<file path="src/rtl/hazard_stall_ctrl.sv">
// hazard_stall_ctrl
// -----------------
// Central stall/flush scheduler for the 5-stage pipeline. It sits beside the
// ID stage and looks at ID- and EX-stage fields in the current cycle. It
// detects these conditions:
//   - load-use hazards;
//   - HI/LO occupancy by an in-flight mult/div;
//   - instruction-memory wait states;
//   - taken-branch redirects.
// It then drives the hold/bubble controls of PC, IF/ID and ID/EX.
//
// Optional feature macro: STALL_CNT_EN
//   defined   : stall_cycles counts cycles with ifid_stall high. It saturates
//               at all ones and is cleared only by reset.
//   undefined : no counter flops, and stall_cycles is tied to 0.
//
// Parameters:
//   MD_LATENCY - cycles a mult/div occupies HI/LO after issue (1..63)
//   CNT_W      - width of the stall-cycle performance counter
//
// Ports:
//   clk, rst_n           - clock (rising edge), async active-low reset
//   id_rs, id_rt         - source register fields of the ID instruction
//   id_uses_rs/rt        - ID instruction actually reads rs / rt
//   id_is_muldiv         - ID instruction is mult/multu/div/divu
//   id_reads_hilo        - ID instruction is mfhi/mflo
//   ex_mem_read          - EX instruction is a load
//   ex_rt_dest           - destination register of the EX load
//   ex_branch_taken      - branch/jump resolved taken in EX
//   imem_ready           - instruction memory has valid data this cycle
//   pc_stall, ifid_stall - hold PC / hold IF/ID
//   ifid_flush           - load NOP into IF/ID
//   idex_flush           - load bubble into ID/EX
//   md_busy              - mult/div in progress
//   stall_cycles         - count of cycles with ifid_stall high
module hazard_stall_ctrl #(
  parameter int MD_LATENCY = 32,
  parameter int CNT_W      = 16
) (
  input  logic             clk,
  input  logic             rst_n,
  input  logic [4:0]       id_rs,
  input  logic [4:0]       id_rt,
  input  logic             id_uses_rs,
  input  logic             id_uses_rt,
  input  logic             id_is_muldiv,
  input  logic             id_reads_hilo,
  input  logic             ex_mem_read,
  input  logic [4:0]       ex_rt_dest,
  input  logic             ex_branch_taken,
  input  logic             imem_ready,
  output logic             pc_stall,
  output logic             ifid_stall,
  output logic             ifid_flush,
  output logic             idex_flush,
  output logic             md_busy,
  output logic [CNT_W-1:0] stall_cycles
);

  localparam int MD_CNT_W = $clog2(MD_LATENCY + 1);

  typedef enum logic [0:0] {
    RUN     = 1'b0,
    MD_BUSY = 1'b1
  } md_state_t;

  md_state_t           state_r;
  md_state_t           state_nxt_s;
  logic [MD_CNT_W-1:0] md_cnt_r;
  logic [MD_CNT_W-1:0] md_cnt_nxt_s;

  logic load_use_s;
  logic md_hazard_s;
  logic md_busy_s;
  logic md_issue_s;

  assign md_busy_s = (state_r == MD_BUSY);

  // A load into $0 never creates a dependency, so it is excluded here.
  assign load_use_s = ex_mem_read && (ex_rt_dest != 5'd0) &&
                      ((id_uses_rs && (id_rs == ex_rt_dest)) ||
                       (id_uses_rt && (id_rt == ex_rt_dest)));

  assign md_hazard_s = md_busy_s && (id_is_muldiv || id_reads_hilo);

  // A mult/div leaves ID only when it is neither squashed nor held by a
  // load-use. An imem wait does not stop the ID instruction from advancing.
  assign md_issue_s = (state_r == RUN) && id_is_muldiv &&
                      !ex_branch_taken && !load_use_s;

  // Prioritised stall/flush decode. The outputs are gated by rst_n so that
  // they read 0 for the whole time reset is held.
  always_comb begin
    pc_stall   = 1'b0;
    ifid_stall = 1'b0;
    ifid_flush = 1'b0;
    idex_flush = 1'b0;
    if (!rst_n) begin
      pc_stall   = 1'b0;
      ifid_stall = 1'b0;
      ifid_flush = 1'b0;
      idex_flush = 1'b0;
    end else if (ex_branch_taken) begin
      // The ID instruction is wrong-path, so squashing beats any stall.
      ifid_flush = 1'b1;
      idex_flush = 1'b1;
    end else if (load_use_s || md_hazard_s) begin
      pc_stall   = 1'b1;
      ifid_stall = 1'b1;
      idex_flush = 1'b1;
    end else if (!imem_ready) begin
      pc_stall   = 1'b1;
      ifid_flush = 1'b1;
    end else begin
      pc_stall   = 1'b0;
      ifid_stall = 1'b0;
      ifid_flush = 1'b0;
      idex_flush = 1'b0;
    end
  end

  assign md_busy = md_busy_s;

  // Mult/div occupancy next-state logic and down-counter.
  always_comb begin
    state_nxt_s  = state_r;
    md_cnt_nxt_s = md_cnt_r;
    case (state_r)
      RUN: begin
        if (md_issue_s) begin
          state_nxt_s  = MD_BUSY;
          md_cnt_nxt_s = MD_CNT_W'(MD_LATENCY);
        end else begin
          state_nxt_s  = RUN;
          md_cnt_nxt_s = {MD_CNT_W{1'b0}};
        end
      end
      MD_BUSY: begin
        if (md_cnt_r == MD_CNT_W'(1)) begin
          state_nxt_s  = RUN;
          md_cnt_nxt_s = {MD_CNT_W{1'b0}};
        end else begin
          state_nxt_s  = MD_BUSY;
          md_cnt_nxt_s = md_cnt_r - MD_CNT_W'(1);
        end
      end
      default: begin
        state_nxt_s  = RUN;
        md_cnt_nxt_s = {MD_CNT_W{1'b0}};
      end
    endcase
  end

  // Mult/div state and counter registers. Reset aborts an operation that is
  // still in flight.
  always_ff @(posedge clk or negedge rst_n) begin
    if (!rst_n) begin
      state_r  <= RUN;
      md_cnt_r <= {MD_CNT_W{1'b0}};
    end else begin
      state_r  <= state_nxt_s;
      md_cnt_r <= md_cnt_nxt_s;
    end
  end

`ifdef STALL_CNT_EN
  logic [CNT_W-1:0] stall_cnt_r;

  // Saturating count of IF/ID stall cycles.
  always_ff @(posedge clk or negedge rst_n) begin
    if (!rst_n) begin
      stall_cnt_r <= {CNT_W{1'b0}};
    end else if (ifid_stall && (stall_cnt_r != {CNT_W{1'b1}})) begin
      stall_cnt_r <= stall_cnt_r + CNT_W'(1);
    end else begin
      stall_cnt_r <= stall_cnt_r;
    end
  end

  assign stall_cycles = stall_cnt_r;
`else
  assign stall_cycles = {CNT_W{1'b0}};
`endif

endmodule

</file>
<file path="config.mk">
export PLATFORM = sky130hd
export DESIGN_NAME = hazard_stall_ctrl
export DESIGN_NICKNAME = d
export VERILOG_FILES = /design/src/rtl/hazard_stall_ctrl.sv
export SDC_FILE = /design/constraint.sdc
export NUM_CORES = 1
export LEC_CHECK = 0
export CAP_MARGIN = 5
export CORE_MARGIN = 5
export CORE_UTILIZATION = 30
export CTS_CLUSTER_DIAMETER = 40
export CTS_CLUSTER_SIZE = 30
export DETAILED_ROUTE_END_ITERATION = 10
export HOLD_SLACK_MARGIN = 0.15
export PLACE_DENSITY = 0.69
export SLEW_MARGIN = 20
export SYNTH_ARGS = -nofsm -noshare
export SYNTH_HDL_FRONTEND = slang
export SYNTH_SLANG_ARGS = --single-unit
export TNS_END_PERCENT = 20
</file>
<file path="constraint.sdc">
create_clock -name clk -period 3.68 [get_ports clk]
set_input_delay 0.552 -clock clk [delete_from_list [all_inputs] [get_ports clk]]
set_output_delay 0.552 -clock clk [all_outputs]
set_load 0.01 [all_outputs]
</file>
== After elaboration in Yosys (flattened, before gate mapping) ==
Cells that the tools add are included.
Word-level totals
  bits in registers: 7
  input bits: 24
  output and inout port bits: 21
Operators by class
  add/sub/neg operators: 1
  eq/ne operators: 3
  muxes and demuxes: 18
  bitwise gates (word level): 1
  reductions and logical operators: 14
Operators with widths (number)
  1-bit 2-to-1 mux: 14
  6-bit 2-to-1 mux: 2
  6-bit case mux with 2 select lines: 1
  5-bit == test: 2
  1-bit logical AND: 8
  6-bit by 1-bit == test with 1-bit output (second input constant): 1
  6-bit by 1-bit subtractor with 6-bit output (second input constant): 1
  5-bit nonzero test: 1
  1-bit logical OR: 3
  1-bit logical NOT: 2
  1-bit case mux with 2 select lines: 1
  1-bit NOT: 1

== Logic depth before layout (Yosys ltp) ==
Gate-level depths: netlist of the first run.
  depth in word-level cells: 8
  mapped depth: 6
  gate-level depth less buffers: 6

== Worst setup path after synthesis of the first run ==
Ideal clock, no wire load.
  path type: input to output
  from: in ex_rt_dest[1]
  to: out ifid_flush
  data arrival time: 1564 ps
  required time: 3128 ps
  setup slack: 1564 ps
  stages on the path: 4
  path buffers: 0
  cells stage by stage: or4_1 > o21ai_1 > a22o_1 > a21o_1
Between the ends
  cells in the longest elaborated chain, start to end: 8
  elaborated cells on any way between the ends: 12
  classes of those cells: 2 x eq/ne; 3 x mux; 7 x reduce/logical
Ends and longest elaborated chain
  start, declared: RTL line 49  | input logic [4:0] ex_rt_dest,
  5-bit == test, on equally long branches: RTL line 81, 82
  1-bit logical AND, on equally long branches: RTL line 81, 82
  1-bit logical OR: RTL line 81  | ((id_uses_rs && (id_rs == ex_rt_dest)) ||
  1-bit logical AND (*): RTL line 80  | assign load_use_s = ex_mem_read && (ex_rt_dest != 5'd0) &&
  1-bit logical OR (*): RTL line 107  | end else if (load_use_s || md_hazard_s) begin
  1-bit 2-to-1 mux (*): RTL line 107
  1-bit 2-to-1 mux (*): RTL line 103  | end else if (ex_branch_taken) begin
  1-bit 2-to-1 mux (*): RTL line 98  | if (!rst_n) begin
  end, declared: RTL line 54  | output logic ifid_flush,
Mark *: on every way between the ends. The rest lies on a longest branch, timed or not.

== Final worst setup path of the first run ==
Ends and elaborated chain as after synthesis.

==> impl_metrics.json, run 1 <==
{
  "fp.dieH_um": 57.7,
  "gate_count_of_the_mapped_netlist": 82,
  "vias_in_the_first_global_route": 649,
  "avgRoutedWirePerCell_um": 10.9,
  "chipWidth_um": 57.7,
  "tightestPinTransition_ns": 0.505,
  "power_switching_w": 0.000167,
  "detailedPlacementHpwl_um": 1390,
  "timing.final.crit_share_pct": 86.8,
  "critical-path-top-cell-by-count": "sky130_fd_sc_hd__clkdlybuf4s50_1",
  "worst_skew_pair_latency_ns": 0.25,
  "final_design_area_no_fill_um2": 967,
  "post_drt_via_cell_ratio": 4.35,
  "tritoncts": "done",
  "vias": 617,
  "synth_area_per_cell_um2": 8.32,
  "clockRootBuffer": "sky130_fd_sc_hd__clkbuf_4",
  "cp_cell_sequence": "clkdlybuf4s50_1, or4_1, o21ai_1, a22o_1, a21o_1, clkdlybuf4s50_1",
  "relSlewSlack_pct": 66.3,
  "multi_input_area_um2": 428,
  "postCtsHoldBufs": 0,
  "p_clk_share_pct": 15.4,
  "grt_pass1_wl_um": 2710,
  "synth.area.top_cells": "sky130_fd_sc_hd__dfrtp_1, sky130_fd_sc_hd__buf_4, sky130_fd_sc_hd__xor2_1",
  "internal_power_w": 0.000285,
  "placer_congestion": 0.797,
  "crit_path_top_delay_cell": "sky130_fd_sc_hd__or4_1",
  "finClkSkew_ns": 0.00326,
  "layout-area-overhead-vs-synth_pct": 41.8,
  "dr.pass1.iters": 3,
  "slew_violations": 0,
  "detail_route.drc_violations": 0,
  "fin_hold_ws_ns": 0.477,
  "crit_path_max_incr_delay_ns": 0.53,
  "synth.lib_cells_used.distinct": 28,
  "postCtsSetupRepairBufs": 0,
  "std_cell_rows": 17,
  "tritoncts_buffers": 3,
  "p_sw_share_pct": 37.0,
  "ctsLongestPathBuffers": 2,
  "synth_top_area_cell": "sky130_fd_sc_hd__dfrtp_1",
  "synthArstFlopShare_pct": 100,
  "cts_num_sinks": 7,
  "critical_path.endpoint_type": "output port",
  "yosys_warnings": 0,
  "setup_repair_after_global_routing_missed_its_margin": "no",
  "ant_nets": 0,
  "share_comb_of_total_power_pct": 52.3,
  "setup_total_negative_slack_ns": 0,
  "postPlaceCellArea_um2": 941,
  "cts_resized": 0,
  "layout.filler_cells": 238,
  "worstSetupStartpointType": "input pin",
  "design.core.area_um2": 2190,
  "critical_path.max_fanout": 5,
  "wp_data_required_ns": 3.13,
  "pin_count_of_the_biggest_net_entering_global_routing": 10,
  "antenna-diode-count": 0,
  "boundaryPins": 45,
  "buffer_ports.inserted": 28,
  "track_usage_pct": 10.3,
  "power_density_nw_per_um2": 467,
  "hp_class": "reg -> reg",
  "finish.net_count": 141,
  "maxCapViolations": 0,
  "yosys.cell_count.top_type": "sky130_fd_sc_hd__buf_4",
  "final_period_demand_of_the_worst_path_ns": 3.19,
  "grt_remaining_overflow": 0,
  "start_util_pct": 31.1,
  "max_freq_ghz": 0.313,
  "p_seq_share_pct": 32.3,
  "outcome": "complete, no violations",
  "power.total_w": 0.000452,
  "worst_setup_hold_path_clk_slew_ns": 0.05,
  "crit_arrival_ns": 2.64,
  "synth_sequential_area_ratio_pct": 25.7,
  "synth_top_area_share_pct": 25.7,
  "sequential_cell_area_um2": 175,
  "cts_max_level": 1,
  "number_of_enable_flip_flop_cells_after_synthesis": 0,
  "die_area_um2": 3330,
  "p_leak_nw": 0.420,
  "synth_top_flop_cell": "sky130_fd_sc_hd__dfrtp_1",
  "synth.ff_latch_count": 7,
  "criticalPathCategory": "in -> out",
  "drt_wl_total_um": 1540,
  "initial_antenna_violation_count": 0,
  "post_route_cells_drive_above_1_share_pct": 6.14,
  "synth_commonest_cells": "sky130_fd_sc_hd__buf_4, sky130_fd_sc_hd__xor2_1, sky130_fd_sc_hd__nor2_1",
  "finalHoldViolCount": 0,
  "ir_worst_vdd_uv": 262,
  "netlist_area_um2": 682,
  "setup_viol": 0,
  "detail_route.iter0.violations": 10
}
metrics by stage:
step | util (%) | setup slack [ns] | instances
final | 44.1 | 0.487 | 142
after global routing | 44.1 | 0.340 | 142
after CTS | 44.1 | 0.481 | 142
after detailed placement | 42.9 | 0.489 | 138
after global placement | 42.9 | 0.515 | 138
after floorplan | - | 1.56 | 97
kinds of logic (layout without fill, tap and decap cells):
| logic type | count (synthesis) | after routing | share of synthesized area (%) |
|---|---|---|---|
| AND/OR/NAND/NOR | 23 | 23 | 17.6 |
| XOR/XNOR | 13 | 13 | 16.7 |
| adder cells (fa/ha/maj) | 2 | 2 | 3.67 |
| other | 1 | 16 | 0.550 |
| buffers and inverters | 20 | 37 | 19.8 |
| flip-flops | 7 | 7 | 25.7 |
| AO/OA/AOI/OAI | 16 | 16 | 16.0 |
critical path: cells and delay by family:
| kind | cells | cell delay, ns |
|---|---|---|
| AO/OA/AOI/OAI | 3 | 0.58 |
| buffers and inverters | 2 | 0.98 |
| AND/OR/NAND/NOR | 1 | 0.53 |
registers in the layout, summed over array words and instances (netlist names):
signal / cells
md_busy: 1
md_cnt_r: 6
layout by cell type, fill, tap and decap left out, types with 2 or more instances in the layout:
master,netlist,layout
sky130_fd_sc_hd__inv_1,4,4
sky130_fd_sc_hd__nor2b_1,2,2
sky130_fd_sc_hd__clkdlybuf4s50_1,0,28
sky130_fd_sc_hd__clkbuf_4,0,3
sky130_fd_sc_hd__o21ai_0,5,5
sky130_fd_sc_hd__ha_1,2,2
sky130_fd_sc_hd__dfrtp_1,7,7
sky130_fd_sc_hd__conb_1,1,16
sky130_fd_sc_hd__nand2b_1,3,3
sky130_fd_sc_hd__xor2_1,9,9
sky130_fd_sc_hd__o21ai_1,2,2
sky130_fd_sc_hd__nand2_1,2,2
sky130_fd_sc_hd__nor4_1,2,2
sky130_fd_sc_hd__nor2_1,8,8
sky130_fd_sc_hd__or4_1,2,2
sky130_fd_sc_hd__xnor2_1,4,4
metal layers:
layer,GRT usage (%),vias up,part of all wire [%]
met5,0,-,0
met1,11.1,278,38
met4,1.99,0,0.65
li1,-,307,-
met3,4.68,2,10
met2,18.7,30,51
worst paths after layout:
check | endpoint | cells after the start | slack, ns | startpoint
min in group asynchronous | md_cnt_r[3] | 2 | 0.63 | rst_n
min reg2reg | md_cnt_r[0] | 1 | 0.48 | md_cnt_r[0]
min | md_cnt_r[0] | 1 | 0.48 | md_cnt_r[0]
max in group asynchronous | md_cnt_r[4] | 2 | 2.92 | rst_n
max | ifid_flush | 6 | 0.49 | ex_rt_dest[1]
max reg2reg | md_busy | 4 | 2.00 | md_cnt_r[2]
cell type report:
class | instances | area share, %
clock buffers | 4 | 2.72
inverters | 4 | 1.55
multi-input cells | 70 | 44.2
flip-flops and latches | 7 | 18.1
well taps | 28 | 3.62
repair buffers | 29 | 29.8
power groups by stage:
stage / Sequential (W) / Clock (W) / Combinational (W)
after global routing: 0.000150 / 0.0000804 / 0.000275
after global placement: 0.000146 / 0 / 0.000232
final: 0.000146 / 0.0000697 / 0.000236
after floorplan: 0.000142 / 0 / 0.000173
after detailed placement: 0.000147 / 0 / 0.000239
after CTS: 0.000146 / 0.0000731 / 0.000240
Note: power is estimated with default switching activity, not from simulation.
==> run 2, diff against run 1 <==
--- a/config.mk
+++ b/config.mk
@@ -8,7 +8,7 @@
 export CAP_MARGIN = 5
 export CORE_MARGIN = 5
 export CORE_UTILIZATION = 30
-export CTS_CLUSTER_DIAMETER = 40
+export CTS_CLUSTER_DIAMETER = 30
 export CTS_CLUSTER_SIZE = 30
 export DETAILED_ROUTE_END_ITERATION = 10
 export HOLD_SLACK_MARGIN = 0.15
==> results of run 2 <==
Same layout as run 1: the final DEF is identical, and so are final timing and power.
==> run 3, diff against run 2 <==
--- a/config.mk
+++ b/config.mk
@@ -8,6 +8,7 @@
 export CAP_MARGIN = 5
 export CORE_MARGIN = 5
 export CORE_UTILIZATION = 30
+export CTS_BUF_LIST = sky130_fd_sc_hd__clkbuf_16
 export CTS_CLUSTER_DIAMETER = 30
 export CTS_CLUSTER_SIZE = 30
 export DETAILED_ROUTE_END_ITERATION = 10
==> run 3 against run 2 <==
Clock skew down 0.0025 ns; cell count unchanged; critical path depth unchanged; routed wire length up 1.4%; combinational power about the same; sequential power about the same; via count up 0.32%; design area up 5.4%; largest cell class unchanged; highest routed layer is now met3.
==> impl_metrics.json, run 3 (synthesis results as in run 1) <==
{
  "ir_worst_vdd_uv": 367,
  "worst_skew_pair_latency_ns": 0.23,
  "vias_in_the_first_global_route": 657,
  "finClkSkew_ns": 0.000805,
  "crit_arrival_ns": 2.63,
  "setup_total_negative_slack_ns": 0,
  "die_area_um2": 3330,
  "boundaryPins": 45,
  "ctsLongestPathBuffers": 2,
  "hold-path-cell-count": 1,
  "dr.pass1.iters": 4,
  "cts_resized": 0,
  "wp_data_required_ns": 3.13,
  "pin_count_of_the_biggest_net_entering_global_routing": 10,
  "hp_class": "reg -> reg",
  "p_leak_nw": 0.448,
  "chipWidth_um": 57.7,
  "start_util_pct": 31.1,
  "detail_route.iter0.violations": 8,
  "worst_r2r_dst": "md_busy",
  "layout-area-overhead-vs-synth_pct": 49.5,
  "std_cell_rows": 17,
  "buffer_ports.inserted": 28,
  "timing.final.crit_share_pct": 86.6,
  "finalHoldViolCount": 0,
  "dpl_worst_slack_ns": 0.489,
  "worst_r2r_startpoint": "md_cnt_r[2]",
  "power_density_nw_per_um2": 551,
  "initial_antenna_violation_count": 0,
  "layout.filler_cells": 228,
  "cts_max_level": 1,
  "clockRootBuffer": "sky130_fd_sc_hd__clkbuf_16",
  "worstSetupStartpointType": "input pin",
  "design.core.area_um2": 2190,
  "sequential_cell_area_um2": 175,
  "avgRoutedWirePerCell_um": 11.0,
  "post_drt_via_cell_ratio": 4.36,
  "maxCapViolations": 0,
  "max_freq_ghz": 0.314,
  "registers.top_by_ff_count": "md_cnt_r",
  "grt_pass1_wl_um": 2750,
  "cts_num_sinks": 7,
  "post-route-worst-setup-slack_ns": 0.495,
  "outcome": "complete, no violations",
  "relSlewSlack_pct": 66.2,
  "placer_congestion": 0.797,
  "setup_repair_after_global_routing_missed_its_margin": "no",
  "tritoncts": "done",
  "drt_wl_total_um": 1560,
  "post_route_cells_drive_above_1_share_pct": 6.14,
  "tritoncts_buffers": 3,
  "ant_nets": 0,
  "antenna-diode-count": 0,
  "fp.dieH_um": 57.7,
  "grt_remaining_overflow": 0,
  "track_usage_pct": 10.5,
  "critical_path.endpoint_type": "output port",
  "timing.hold.worst_endpoint": "md_cnt_r[0]",
  "worst_reg2reg_setup_slack_ns": 2.00,
  "setup_viol": 0,
  "final_period_demand_of_the_worst_path_ns": 3.19,
  "slew_violations": 0,
  "multi_input_area_um2": 428,
  "criticalPathCategory": "in -> out",
  "largest_reg_flops": 6,
  "worst_setup_hold_path_clk_slew_ns": 0.03,
  "postCtsHoldBufs": 0,
  "layout_common_cells": "sky130_fd_sc_hd__clkdlybuf4s50_1, sky130_fd_sc_hd__conb_1, sky130_fd_sc_hd__xor2_1",
  "postCtsSetupRepairBufs": 0,
  "finish.net_count": 141,
  "tightestPinTransition_ns": 0.507,
  "detailedPlacementHpwl_um": 1390,
  "worst_hold_startpoint": "md_cnt_r[0]",
  "vias": 619,
  "r2r_cells": 4,
  "critical_path.max_fanout": 5,
  "detail_route.drc_violations": 0,
  "mostFrequentLayoutCell": "sky130_fd_sc_hd__clkdlybuf4s50_1"
}
[run 3: cell types whose count changed in the layout (fill, tap and decap cells not counted), sizes merged]
| cell | delta |
|---|---|
| inv | +1 |
| clkbuf | -1 |
[run 3: area by class of cell]
| type | count | share of cell area (%) |
|---|---|---|
| inverter | 4 | 1.47 |
| multi-input combinational | 70 | 42.0 |
| timing repair buffer | 29 | 28.2 |
| clock buffer | 3 | 7.36 |
| tap | 28 | 3.44 |
| clock inverter | 1 | 0.368 |
| sequential | 7 | 17.2 |
[run 3: how the worst max path moves through the flow]
stage,start,endpoint,slack [ns],depth (start not counted)
after floorplan,ex_rt_dest[1],ifid_flush,1.56,4
after global placement,ex_rt_dest[2],ifid_flush,0.52,6
after detailed placement,ex_rt_dest[1],ifid_flush,0.49,6
after CTS,ex_rt_dest[1],ifid_flush,0.48,6
after global routing,ex_rt_dest[1],ifid_flush,0.34,6
final,ex_rt_dest[1],ifid_flush,0.49,6
[run 3: routing by layer]
layer,vias to the layer above,track usage (%),wire [µm]
li1,309,-,-
met1,281,11.3,587
met2,29,18.9,817
met3,0,4.01,158
met4,0,2.98,0
met5,-,0,0
[run 3: worst max-delay path, cell delays in order]
cell	delay (ns)
sky130_fd_sc_hd__clkdlybuf4s50_1	0.46
sky130_fd_sc_hd__or4_1	0.53
sky130_fd_sc_hd__o21ai_1	0.30
sky130_fd_sc_hd__a22o_1	0.19
sky130_fd_sc_hd__a21o_1	0.08
sky130_fd_sc_hd__clkdlybuf4s50_1	0.52
[run 3: through the flow]
step                cells  power (W)  instance area [µm²]  hold WS [ns]  utilization, %
floorplan              97   0.000314                  738         0.256               -
global placement      138   0.000378                  941         0.464            42.9
detailed placement    138   0.000386                  941         0.476            42.9
CTS                   142   0.000572                 1020         0.481            46.5
global route          142   0.000614                 1020         0.493            46.5
finish                142   0.000562                 1020         0.477            46.5
[run 3: power by group]
part / switching, W / internal, W
Combinational: 0.000108 / 0.000129
Clock: 0.0000374 / 0.000141
Sequential: 0.0000313 / 0.000115
Total: 0.000177 / 0.000385
